<file path="config.mk">
export PLATFORM = sky130hd
export DESIGN_NAME = sar_search_ctrl_flat
export DESIGN_NICKNAME = d
export VERILOG_FILES = /design/src/rtl/sar_search_ctrl_pkg.sv /design/src/rtl/sar_search_ctrl_if.sv /design/src/rtl/sar_search_ctrl.sv /design/src/flat_wrapper.sv
export SDC_FILE = /design/constraint.sdc
export NUM_CORES = 1
export LEC_CHECK = 0
export CAP_MARGIN = 10
export CORE_UTILIZATION = 44
export CTS_BUF_LIST = sky130_fd_sc_hd__clkbuf_16
export DETAILED_ROUTE_END_ITERATION = 6
export PLACE_DENSITY = 0.75
export SETUP_SLACK_MARGIN = 0.15
export SLEW_MARGIN = 20
export SYNTH_ARGS = -nofsm -noshare
export SYNTH_HDL_FRONTEND = slang
export SYNTH_SLANG_ARGS = --single-unit
</file>
<file path="constraint.sdc">
create_clock -name clk -period 1.8 [get_ports clk]
set_clock_uncertainty 0.1 [all_clocks]
set_input_delay 0.27 -clock clk [delete_from_list [all_inputs] [get_ports clk]]
set_output_delay 0.27 -clock clk [all_outputs]
set_load 0.005 [all_outputs]
</file>
<file path="src/rtl/sar_search_ctrl_pkg.sv">
// sar_search_ctrl_pkg: shared state encoding, default width and flag check for the SAR search controller.
package sar_search_ctrl_pkg;
  localparam int DEF_WIDTH = 4;
  typedef enum logic {IDLE = 1'b0, TEST = 1'b1} state_t;
  function automatic logic one_hot3(input logic a, input logic b, input logic c);
    return (a ^ b ^ c) & ~(a & b & c);
  endfunction
endpackage

</file>
<file path="src/rtl/sar_search_ctrl_if.sv">
// sar_search_ctrl_if: start request, comparator loop and result signals of the SAR search controller.
interface sar_search_ctrl_if
  import sar_search_ctrl_pkg::*;
#(
  parameter int WIDTH = DEF_WIDTH
);
  localparam int SW = $clog2(WIDTH) + 1;
  logic start;
  logic [WIDTH-1:0] trial;
  logic alb;
  logic aeb;
  logic agb;
  logic busy;
  logic done;
  logic [WIDTH-1:0] result;
  logic err;
  logic [SW-1:0] steps;
  modport master(input start, alb, aeb, agb, output trial, busy, done, result, err, steps);
  modport slave(output start, alb, aeb, agb, input trial, busy, done, result, err, steps);
endinterface

</file>
<file path="src/rtl/sar_search_ctrl.sv">
// sar_search_ctrl: MSB-first successive-approximation search driving an external comparator, one bit per clock.
module sar_search_ctrl
  import sar_search_ctrl_pkg::*;
#(
  parameter int WIDTH = DEF_WIDTH
) (
  input logic clk,
  input logic rst,
  sar_search_ctrl_if.master bus
);
  localparam int IW = WIDTH > 1 ? $clog2(WIDTH) : 1;
  localparam int SW = $clog2(WIDTH) + 1;
  state_t state, state_n;
  logic [WIDTH-1:0] trial, trial_n, kept, result, result_n;
  logic [IW-1:0] idx, idx_n;
  logic [SW-1:0] cnt, cnt_n, steps, steps_n;
  logic err, err_n, done, done_n, bad;
  assign bad = ~one_hot3(bus.alb, bus.aeb, bus.agb);
  assign kept = bus.alb ? trial & ~(WIDTH'(1) << idx) : trial;
  always_ff @(posedge clk or posedge rst) begin
    if (rst) begin
      state <= IDLE;
      trial <= '0;
      idx <= '0;
      cnt <= '0;
      result <= '0;
      err <= 1'b0;
      steps <= '0;
      done <= 1'b0;
    end else begin
      state <= state_n;
      trial <= trial_n;
      idx <= idx_n;
      cnt <= cnt_n;
      result <= result_n;
      err <= err_n;
      steps <= steps_n;
      done <= done_n;
    end
  end
  // a search ends on a bad flag set, an exact match, or after resolving bit 0
  always_comb begin
    state_n = state;
    trial_n = trial;
    idx_n = idx;
    cnt_n = cnt;
    result_n = result;
    err_n = err;
    steps_n = steps;
    done_n = 1'b0;
    if (state == IDLE) begin
      if (bus.start) begin
        state_n = TEST;
        trial_n = WIDTH'(1) << (WIDTH - 1);
        idx_n = IW'(WIDTH - 1);
        cnt_n = SW'(1);
      end
    end else if (bad || bus.aeb || idx == '0) begin
      state_n = IDLE;
      trial_n = '0;
      done_n = 1'b1;
      steps_n = cnt;
      err_n = bad;
      result_n = bad ? '0 : bus.aeb ? trial : kept;
    end else begin
      trial_n = kept | (WIDTH'(1) << (idx - IW'(1)));
      idx_n = idx - IW'(1);
      cnt_n = cnt + SW'(1);
    end
  end
  assign bus.trial = trial;
  assign bus.busy = state == TEST;
  assign bus.done = done;
  assign bus.result = result;
  assign bus.err = err;
  assign bus.steps = steps;
endmodule

</file>
<file path="src/flat_wrapper.sv">
// flat-port wrapper written by rule: the top's interface ports become plain ports
module sar_search_ctrl_flat import sar_search_ctrl_pkg::*;
#(
  parameter int WIDTH = DEF_WIDTH
)
  (clk, rst, bus_start, bus_alb, bus_aeb, bus_agb, bus_trial, bus_busy, bus_done, bus_result, bus_err, bus_steps);
  sar_search_ctrl_if #(.WIDTH(WIDTH)) bus_i ();
  input logic clk;
  input logic rst;
  input wire logic [$bits(bus_i.start)-1:0] bus_start;
  input wire logic [$bits(bus_i.alb)-1:0] bus_alb;
  input wire logic [$bits(bus_i.aeb)-1:0] bus_aeb;
  input wire logic [$bits(bus_i.agb)-1:0] bus_agb;
  output wire logic [$bits(bus_i.trial)-1:0] bus_trial;
  output wire logic [$bits(bus_i.busy)-1:0] bus_busy;
  output wire logic [$bits(bus_i.done)-1:0] bus_done;
  output wire logic [$bits(bus_i.result)-1:0] bus_result;
  output wire logic [$bits(bus_i.err)-1:0] bus_err;
  output wire logic [$bits(bus_i.steps)-1:0] bus_steps;
  assign bus_i.start = bus_start;
  assign bus_i.alb = bus_alb;
  assign bus_i.aeb = bus_aeb;
  assign bus_i.agb = bus_agb;
  assign bus_trial = bus_i.trial;
  assign bus_busy = bus_i.busy;
  assign bus_done = bus_i.done;
  assign bus_result = bus_i.result;
  assign bus_err = bus_i.err;
  assign bus_steps = bus_i.steps;
  sar_search_ctrl #(.WIDTH(WIDTH)) u_core (.clk(clk), .rst(rst), .bus(bus_i));
endmodule
</file>
Yosys cells after proc, flatten, opt, wreduce, memory -nomap -nowiden
Index checks and enable logic that the tools add are counted.
- flip-flop bits (word level): 19
- output and inout port bits: 14
- logic and storage cells: 46
- add/subtract/negate cells: 2
- eq/ne operators: 1
- shift operators: 2
- mux-type cells: 17
- bitwise logic cells: 10
- reductions and logical operators: 6
- operators with widths (cell ; number):
    4-bit 2-to-1 mux ; 6
    3-bit 2-to-1 mux ; 3
    1-bit by 2-bit << shifter with 4-bit output (first input constant) ; 2
    2-bit 2-to-1 mux ; 3
    1-bit 2-to-1 mux ; 5
    4-bit AND ; 1
    4-bit NOT ; 1
    4-bit OR ; 1
    2-bit AND reduction ; 2
    3-bit by 1-bit adder with 3-bit output (second input constant) ; 1
    1-bit AND ; 3
    2-bit zero test ; 1
    1-bit logical OR ; 2
    2-bit != test (second input constant) ; 1
    1-bit NOT ; 2
    2-bit nonzero test ; 1
    2-bit by 1-bit subtractor with 2-bit output (second input constant) ; 1
    1-bit bitwise XOR ; 2

Depth between registers and ports, before layout
Gate-level depths: netlist of run 1.
- word-level depth: 9
- mapped depth: 5
- depth with buffers taken out: 5

Least setup slack after synthesis of run 1
Ideal clock, no wire load.
- path type: reg-to-reg
- start point: reg u_core.idx[0]
- end point: reg u_core.steps[0], in the netlist u_core.bus.steps[0]
- arrival time: 1.484 ns
- slack: 0.092 ns
- cell stages (with the launch flop): 6
- path buffers: 0
- period minus slack after synthesis: 1.708 ns
- cells stage by stage: dfrtp_1 inv_1 ha_1 o21ai_0 o31ai_4 mux2_2
- cells in the longest elaborated chain, start to end: 3
- RTL lines (element ; RTL line ; text):
    start, declared ; sar_search_ctrl.sv:15 ; logic [IW-1:0] idx, idx_n;
    start signal, assigned ; sar_search_ctrl.sv:33 ; idx <= idx_n;
    2-bit zero test ; sar_search_ctrl.sv:58 ; end else if (bad || bus.aeb || idx == '0) begin
    1-bit logical OR ; sar_search_ctrl.sv:58 ;
    2-bit AND reduction (no source line) ; n/a ;
    end signal, assigned ; sar_search_ctrl.sv:37 ; steps <= steps_n;
    end, declared ; sar_search_ctrl.sv:16 ; logic [SW-1:0] cnt, cnt_n, steps, steps_n;
Every way passes these cells.
A chain may end at the register's enable or synchronous reset.

Worst setup path in the final report of run 1
- start point: reg u_core.state, in the netlist u_core.bus.busy
- end point: out bus_busy
- RTL lines (element ; RTL line ; text):
    start, declared ; sar_search_ctrl.sv:13 ; state_t state, state_n;
    start signal, assigned ; sar_search_ctrl.sv:31 ; state <= state_n;
    end, declared ; flat_wrapper.sv:15 ; output wire logic [$bits(bus_i.busy)-1:0] bus_busy;
No word-level cell between the ends.

==> results of run 1 <==
-- worst paths after layout --
kind,end,slack [ns],cells after the start
max,bus_busy,0.21,1
min,u_core.bus.result[2]$_DFFE_PP0P_,0.24,3
max reg2reg,u_core.bus.steps[0]$_DFFE_PP0P_,0.22,6
min reg2reg,u_core.bus.err$_DFFE_PP0P_,0.38,1
max in group asynchronous,u_core.bus.busy$_DFF_PP0_,1.15,3
min in group clk,u_core.bus.err$_DFFE_PP0P_,0.38,1
-- metal layers --
metal  vias to the layer above  GRT usage  wire (µm)
li1                        386          -          -
met1                       389      0.267        957
met2                        32      0.326       1060
met3                         6     0.0374         95
met4                         0      0.113         52
met5                         -          0          0
-- area by class of cell --
| type | instances | share of cell area |
|---|---|---|
| clock inverter | 1 | 0.00348 |
| sequential | 19 | 0.332 |
| tap | 27 | 0.0235 |
| multi-input combinational | 54 | 0.339 |
| clock buffer | 3 | 0.0523 |
| inverter | 15 | 0.0392 |
| timing repair buffer | 34 | 0.211 |
-- synthesized netlist by cell type (all sizes together) (2+ instances only) --
cell,n
dfrtp,19
inv,15
mux2i,9
nand2,7
ha,6
nor2,5
o211ai,4
o221ai,4
mux2,3
nand2b,2
nor2b,2
nor3b,2
o2111ai,2
o21ai,2
-- where the power goes --
group          total [W]  leakage [nW]  internal [W]  switching, W
Combinational   0.000369         0.408      0.000211      0.000157
Clock           0.000457        0.0409      0.000298      0.000159
Sequential      0.000533         0.237      0.000488     0.0000453
-- registers in the layout (all words and copies together), names as in the netlist --
signal,cells
u_core.bus.busy,1
u_core.bus.trial,4
u_core.bus.result,4
u_core.bus.done,1
u_core.cnt,3
u_core.bus.steps,3
u_core.bus.err,1
u_core.idx,2
-- cell families after synthesis --
group / count (synthesis) / synth area share
simple gates: 20 / 0.102
flops: 19 / 0.487
buf+inv: 17 / 0.0666
compound gates: 16 / 0.141
mux: 12 / 0.127
fa+ha+maj: 6 / 0.0768
-- per-stage QoR --
stage,instances,hold slack (ns),setup slack (ns)
global route,153,0.268,0.166
global placement,145,0.364,-0.378
CTS,152,0.252,0.156
finish,153,0.241,0.205
detailed placement,145,0.369,-0.410
floorplan,90,0.121,0.154
-- what timing repair did --
action / in CTS / in global routing
gates cloned: 0 / 0
pin swaps: 2 / 4
endpoints found under the hold margin: 0 / 0
gates resized for setup: 5 / 9
buffers inserted: 3 / 1
endpoints found under the setup margin: 19 / 14
==> results.md, run 1 <==
* CTS clk-pin slew, worst paths at 0.06 ns
* DP Wirelength at 1.50 mm
* CP max-delay cell: clkdlybuf4s50_1
* Fmax achieved at 0.627 GHz
* Fin util at 0.710
* Overall routing resource usage at 0.207
* CP Class: reg -> out
* Syn avg cell area at 10.9 µm²
* Relative slew slack at 0.789
* DP Area at 1310 µm²
* Die area at 2410 µm²
* Synthesized Nets at 102
* Reg area at 477 µm²
* Die Height at 49.1 µm
* Crit-path leading delay family: buffers and inverters
* Yosys reg bits at 19
* Crit end category: output port
* Vias in the first global route at 833
* Sequential element share of the synthesized area at 0.487
* Status: completed
* Peak supply drop at 0.660 mV
* Netlist cell types at 25
* CTS tree: yes
* DRC viols at 0
* Leading area contributor after synthesis: dfrtp_1
* Power density over the cells at 946 nW/µm²
* Antenna viol nets, final at 0
* Leakage at 0.685 nW
* Detailed-route via count at 813
* Number of flops mapped to enable cells by yosys at 0
* Worst slew pin tran at 0.316 ns
* Core area at 2020 µm²
* Crit start category: flip-flop
* Buffers and inverters on the worst path at 1
* Critical Path RT at 1.43 ns
* Total grt overflow at 0
* Multi-input combinational cell area at 487 µm²
* Fin area at 1440 µm²
* 1st-pass router iterations at 4
* Diode count at 0
* Top-area cell type share of the netlist area at 0.487
* Clk root buf: clkbuf_16
* Clk buf depth at 2
* Synth area leaders: dfrtp_1 (49%), mux2i_1 (9.2%), ha_1 (7.7%), inv_1 (5.4%), o221ai_1 (3.6%)
* IO Port Bufs at 19
* Initial Utilization at 0.483
* Ys async rst share at 1.00
* Global-route wire length before repair at 3.76 mm
* Largest net degree at the start of global routing at 20
* Worst path arrival time at 1.22 ns
* Slew Limit Fails at 0
* Final hold vios at 0
* # setup viols final at 0
* Fin crit share at 0.886
* Crit path time final at 1.59 ns
* CTS Hold Buffers Added at 0
* FP Rows at 16
* P&R area growth vs syn at 47.0%
* Total power at 0.00136 W
* DR iter-0 viols at 10
* H-tree Lvls at 1
* Start of the worst register-to-register path: u_core.idx[0]$_DFFE_PP0P_
* Total Wirelength at 2.17 mm
* Initial antenna violation count at 0
* Layout Nets at 139
* Max incr delay on CP at 0.53 ns
* Placer congestion estimate at 0.884
* Peak fanout along the critical path at 8
* Wire length per cell at 14.2 µm
* Sink Count at 19
* Ports at 20
* Commonest non-fill, non-tap cell in the layout: dfrtp_1
* CTS Buf Count at 3
* Mapped cell area at 977 µm²
* Worst skew pair latency at 0.25 ns
* Gate count of the mapped netlist at 90
* Number of fill cells at 136
* Layout cell share with drive strength beyond 1 at 0.270
* DR vias/cell at 5.31
* Most frequent cells in the layout: dfrtp_1 (18), clkdlybuf4s50_1 (16), inv_1 (14), buf_4 (13), mux2i_1 (9)
* Die Wd at 49.1 µm
* Main synth FF type: dfrtp_1
* Yosys Warn Count at 0
* Number of max-cap violations at 0
* HP Class: in -> async
* Fin Setup TNS at 0 ns
* Cells along the critical path: clkdlybuf4s50_1
* RSZ-0062 raised after global routing: false
* Worst setup startpoint: u_core.bus.busy$_DFF_PP0_
(Power assumes the default switching activity.)
==> run 2, diff against run 1 <==
--- a/config.mk
+++ b/config.mk
@@ -10,7 +10,7 @@
 export CTS_BUF_LIST = sky130_fd_sc_hd__clkbuf_16
 export DETAILED_ROUTE_END_ITERATION = 6
 export PLACE_DENSITY = 0.75
-export SETUP_SLACK_MARGIN = 0.15
+export SETUP_SLACK_MARGIN = 0.1
 export SLEW_MARGIN = 20
 export SYNTH_ARGS = -nofsm -noshare
 export SYNTH_HDL_FRONTEND = slang
==> run 2 against run 1 <==
Net effect:
- cell area fell by 2.1%
- register-to-register slack lost 0.09 ns
- fmax is 4.6% lower
- utilization shrank 1.5 points
- total power fell by 1.7%
- hold slack gained 0.0093 ns
- clock power down 2%
- sequential power about the same
- wire length shrank 2.6%
- die area did not move
- critical path depth grew 5
- highest routed layer unchanged
==> results.md, run 2 (synthesis results as in run 1) <==
* Global-route wire length before repair at 3.55 mm (-5.7%)
* Total Wirelength at 2.11 mm (-2.6%)
* Clk buf depth at 2 (unchanged)
* Most frequent cells in the layout: dfrtp_1 (18), clkdlybuf4s50_1 (16), inv_1 (14), buf_4 (11), mux2i_1 (9)
* DR vias/cell at 5.20 (-2.2%)
* HP Class: in -> async
* Detailed-route via count at 790 (-2.8%)
* R2R cell count at 6 (unchanged)
* CTS tree: yes
* DRC viols at 0 (unchanged)
* Relative slew slack at 0.762 (-0.0268)
* Antenna viol nets, final at 0 (unchanged)
* Layout cell share with drive strength beyond 1 at 0.224 (-0.0458)
* Total grt overflow at 0 (unchanged)
* P&R area growth vs syn at 43.9%
* Worst Slack Setup Final at 0.128 ns (-0.0774 ns)
* Met2 Usage GRT at 0.326 (unchanged)
* Fin crit share at 0.929 (+0.0430)
* Fmax achieved at 0.598 GHz (-4.6%)
* Worst slew pin tran at 0.357 ns (+0.0407 ns)
* Initial Utilization at 0.483 (unchanged)
* Overall routing resource usage at 0.190 (-0.0164)
* Die area at 2410 µm² (unchanged)
* Fin area at 1410 µm² (-2.1%)
* Met3 Use GR at 0.0249 (-0.0125)
* IO Port Bufs at 19 (unchanged)
* H-tree Lvls at 1 (unchanged)
* Crit path time final at 1.67 ns (+0.0774 ns)
* CTS Hold Buffers Added at 0 (unchanged)
* FP Rows at 16 (unchanged)
* Worst skew pair latency at 0.25 ns (about the same)
* Vias in the first global route at 802 (-3.7%)
* Core area at 2020 µm² (unchanged)
* Met1 Use GR at 0.239 (-0.0277)
* CTS Buf Count at 3 (unchanged)
* Ports at 20 (unchanged)
* Crit end category: flip-flop
* Fin Hold WS at 0.250 ns (+0.00928 ns)
* Clk root buf: clkbuf_16
* 1st-pass router iterations at 4 (unchanged)
* Layout Nets at 138 (-0.72%)
* Sink Count at 19 (unchanged)
* Die Height at 49.1 µm (unchanged)
* Peak supply drop at 0.575 mV (-13%)
* Worst path arrival time at 1.70 ns (+0.48 ns)
* Largest net degree at the start of global routing at 20 (unchanged)
* Number of max-cap violations at 0 (unchanged)
* Initial antenna violation count at 0 (unchanged)
* Placer congestion estimate at 0.900 (+1.8%)
* GRT busiest layer: met2
* # setup viols final at 0 (unchanged)
* Number of fill cells at 139 (+2.2%)
* Slew Limit Fails at 0 (unchanged)
* Top Registers: u_core.bus.result x4, u_core.bus.trial x4
* RSZ-0062 raised after global routing: false
* Place WS at -0.336 ns (+0.0740 ns)
* Final hold vios at 0 (unchanged)
* Status: completed
* DP Area at 1280 µm² (-1.8%)
* DP Wirelength at 1.48 mm (-0.98%)
* Die Wd at 49.1 µm (unchanged)
* CP Class: reg -> reg
* DR iter-0 viols at 13 (+3)
* Commonest non-fill, non-tap cell in the layout: dfrtp_1
* Diode count at 0 (unchanged)
* Critical Path RT at 1.83 ns (+0.40 ns)
* CTS clk-pin slew, worst paths at 0.05 ns (about the same)
* Power density over the cells at 949 nW/µm² (+0.37%)
* Peak fanout along the critical path at 4 (-4)
* Leakage at 0.672 nW (-2.0%)
* Fin Setup TNS at 0 ns (unchanged)
* Crit start category: flip-flop
* Wire length per cell at 13.9 µm (-1.9%)
==> run 2: cell type report <==
cell class                 instances  area [µm²]  share of cell area
tap                               27        33.8              0.0240
multi-input combinational         54         450               0.320
sequential                        19         477               0.339
clock inverter                     1        5.00             0.00356
clock buffer                       3        75.1              0.0534
inverter                          15        56.3              0.0400
timing repair buffer              33         309               0.220
==> run 2: final timing paths <==
path / startpoint / slack [ns] / endpoint
max in group asynchronous: rst / 1.13 / u_core.bus.busy$_DFF_PP0_
min in group clk: u_core.bus.err$_DFFE_PP0P_ / 0.38 / u_core.bus.err$_DFFE_PP0P_
min reg2reg: u_core.bus.err$_DFFE_PP0P_ / 0.38 / u_core.bus.err$_DFFE_PP0P_
max: u_core.idx[1]$_DFFE_PP0P_ / 0.13 / u_core.bus.steps[0]$_DFFE_PP0P_
min: rst / 0.25 / u_core.bus.result[2]$_DFFE_PP0P_
max reg2reg: u_core.idx[1]$_DFFE_PP0P_ / 0.13 / u_core.bus.steps[0]$_DFFE_PP0P_
==> run 2: routing by layer <==
layer / up-vias / wire [µm]
met2: 16 / 1110
li1: 379 / -
met3: 4 / 53
met1: 391 / 925
met4: 0 / 27
met5: - / 0
==> run 2: repair_timing <==
item	4_1_cts	5_1_grt
setup buffers	1	1
pin swaps	2	3
resized for setup	7	6
setup endpoints to repair	17	15
==> run 2: power by group <==
group          leakage (nW)  internal [W]  switching (W)
Combinational         0.394      0.000206       0.000150
Clock                0.0409      0.000297       0.000150
Sequential            0.237      0.000488      0.0000448
Total                 0.672      0.000991       0.000344
==> run 2: worst max-delay path: stages, from the launching register on <==
cell,delay (ns)
dfrtp_1,0.40
inv_1,0.08
ha_2,0.20
o21ai_2,0.22
o31ai_4,0.11
buf_6,0.15
mux2_4,0.29
==> run 2: per-stage QoR <==
step | cells | util | power, W
after CTS | 151 | 0.686 | 0.00134
after global routing | 152 | 0.696 | 0.00141
after floorplan | 90 | - | 0.000689
final | 152 | 0.696 | 0.00134
after detailed placement | 146 | 0.634 | 0.000861
after global placement | 146 | 0.634 | 0.000849
==> run 3, diff against run 2 <==
--- a/config.mk
+++ b/config.mk
@@ -10,6 +10,7 @@
 export CTS_BUF_LIST = sky130_fd_sc_hd__clkbuf_16
 export DETAILED_ROUTE_END_ITERATION = 6
 export PLACE_DENSITY = 0.75
+export RECOVER_POWER = 25
 export SETUP_SLACK_MARGIN = 0.1
 export SLEW_MARGIN = 20
 export SYNTH_ARGS = -nofsm -noshare
==> run 3 against run 2 <==
Net effect:
- global-route usage stayed put
- cell count stayed put
- sequential power hardly changed
- flip-flop and latch count stayed put
- total power hardly changed
- register-to-register slack hardly changed
- hold slack better by 0.13 ns
- via count is 0.13% lower
- count of clock-buffer cells in the layout stayed put
- fmax stayed put
- largest power group unchanged
==> results.md, run 3 (synthesis results as in run 1) <==
* Number of max-cap violations at 0 (unchanged)
* Vias in the first global route at 802 (unchanged)
* Core area at 2020 µm² (unchanged)
* Die Height at 49.1 µm (unchanged)
* Initial antenna violation count at 0 (unchanged)
* P&R area growth vs syn at 43.5%
* 1st-pass router iterations at 4 (unchanged)
* Internal at 0.000990 W (-0.11%)
* # setup viols final at 0 (unchanged)
* Die area at 2410 µm² (unchanged)
* Fin crit share at 0.929 (unchanged)
* Layout Nets at 138 (unchanged)
* Power density over the cells at 951 nW/µm² (+0.19%)
* CTS tree: yes
* Top Registers: u_core.bus.result x4, u_core.bus.trial x4
* Clk root buf: clkbuf_16
* Clk buf depth at 2 (unchanged)
* Clock power frac at 0.335 (about the same)
* RSZ-0062 raised after global routing: false
* Worst slew pin tran at 0.993 ns (+0.636 ns)
* CTS clk-pin slew, worst paths at 0.05 ns (about the same)
* Slew Limit Fails at 0 (unchanged)
* Total grt overflow at 0 (unchanged)
* Commonest non-fill, non-tap cell in the layout: dfrtp_1
* Die Wd at 49.1 µm (unchanged)
* Layout cell share with drive strength beyond 1 at 0.216 (-0.00800)
* Worst path arrival time at 1.70 ns (about the same)
* FP Rows at 16 (unchanged)
* Switching share of total power at 0.258 (about the same)
* IO Port Bufs at 19 (unchanged)
* Crit path time final at 1.67 ns (unchanged)
* DR iter-0 viols at 13 (unchanged)
* DP Wirelength at 1.48 mm (unchanged)
* Placer congestion estimate at 0.900 (unchanged)
* Status: completed
* DRC viols at 0 (unchanged)
* Place WS at -0.336 ns (unchanged)
* Initial Utilization at 0.483 (unchanged)
* Fin util at 0.694 (-0.00186)
* DR vias/cell at 5.19 (-0.13%)
* Peak fanout along the critical path at 4 (unchanged)
* NetSw at 0.000344 W (about the same)
* CTS Buf Count at 3 (unchanged)
* Wire length per cell at 13.9 µm (about the same)
* Antenna viol nets, final at 0 (unchanged)
* Total Wirelength at 2.11 mm (about the same)
* Logic pwr share at 0.266 (about the same)
* Diode count at 0 (unchanged)
* Relative slew slack at 0.338 (-0.424)
* Ports at 20 (unchanged)
* Sink Count at 19 (unchanged)
* Peak supply drop at 0.575 mV (about the same)
* Global-route wire length before repair at 3.55 mm (unchanged)
* Fin area at 1400 µm² (-0.27%)
* Largest net degree at the start of global routing at 20 (unchanged)
* CTS Hold Buffers Added at 0 (unchanged)
* Crit end category: flip-flop
* Leakage at 0.668 nW (-0.54%)
* Placed cell count at 146 (unchanged)
* Overall routing resource usage at 0.190 (unchanged)
* Worst Slack Setup Final at 0.128 ns (unchanged)
* Final hold vios at 0 (unchanged)
* DP Area at 1280 µm² (unchanged)
* H-tree Lvls at 1 (unchanged)
* Most frequent cells in the layout: dfrtp_1 (18), clkdlybuf4s50_1 (16), inv_1 (14), buf_4 (10), mux2i_1 (9)
* Finished Layout Cells at 152 (unchanged)
* HP Class: reg -> reg
* CP Class: reg -> reg
* Critical Path RT at 1.83 ns (about the same)
* Crit start category: flip-flop
* Total power at 0.00133 W (about the same)
* Fmax achieved at 0.598 GHz (unchanged)
* Detailed-route via count at 789 (-0.13%)
* Worst skew pair latency at 0.25 ns (about the same)
* Sequential Power Share at 0.399 (about the same)
run 3: critical path, stage by stage (launching register included):
cell	delay, ns
dfrtp_1	0.40
inv_1	0.08
ha_2	0.20
o21ai_2	0.22
o31ai_4	0.11
buf_6	0.15
mux2_4	0.29
run 3: routing by layer:
metal | GRT usage | routed length, µm
met1 | 0.239 | 924
met2 | 0.326 | 1100
met3 | 0.0249 | 53
met4 | 0.0784 | 27
met5 | 0 | 0
run 3: layout make-up:
type | instances | area [µm²]
Clock buffer | 3 | 75.1
Inverter | 15 | 56.3
Sequential cell | 19 | 477
Fill cell | 141 | 619
Tap cell | 27 | 33.8
Multi-Input combinational cell | 54 | 450
Timing Repair Buffer | 33 | 305
Clock inverter | 1 | 5.00
run 3: what timing repair did:
item / CTS / global route
gates resized for setup: 7 / 6
setup buffers: 1 / 1
pin swaps: 2 / 3
setup endpoints to repair: 17 / 15
run 3: worst paths after layout:
kind / to / from / slack [ns] / cells past startpoint
hold reg to reg: u_core.bus.err$_DFFE_PP0P_ / u_core.bus.err$_DFFE_PP0P_ / 0.38 / 1
min in group asynchronous: u_core.bus.result[2]$_DFFE_PP0P_ / rst / 0.53 / 3
setup / recovery: u_core.bus.steps[0]$_DFFE_PP0P_ / u_core.idx[1]$_DFFE_PP0P_ / 0.13 / 6
hold / removal: u_core.bus.err$_DFFE_PP0P_ / u_core.bus.err$_DFFE_PP0P_ / 0.38 / 1
max in group asynchronous: u_core.bus.busy$_DFF_PP0_ / rst / 0.40 / 3
setup reg to reg: u_core.bus.steps[0]$_DFFE_PP0P_ / u_core.idx[1]$_DFFE_PP0P_ / 0.13 / 6
run 3: power by group through the flow:
stage                     Clock [W]  Combinational [W]  Sequential [W]
final                      0.000447           0.000354        0.000533
after global routing       0.000481           0.000388        0.000542
after CTS                  0.000462           0.000350        0.000531
after detailed placement          0           0.000325        0.000536
after global placement            0           0.000317        0.000533
after floorplan                   0           0.000153        0.000537
run 3: through the flow:
stage | TNS [ns] | hold WS (ns)
after floorplan | 0 | 0.121
after global placement | -4.62 | 0.361
after detailed placement | -5.14 | 0.368
after CTS | 0 | 0.260
after global routing | 0 | 0.406
final | 0 | 0.377
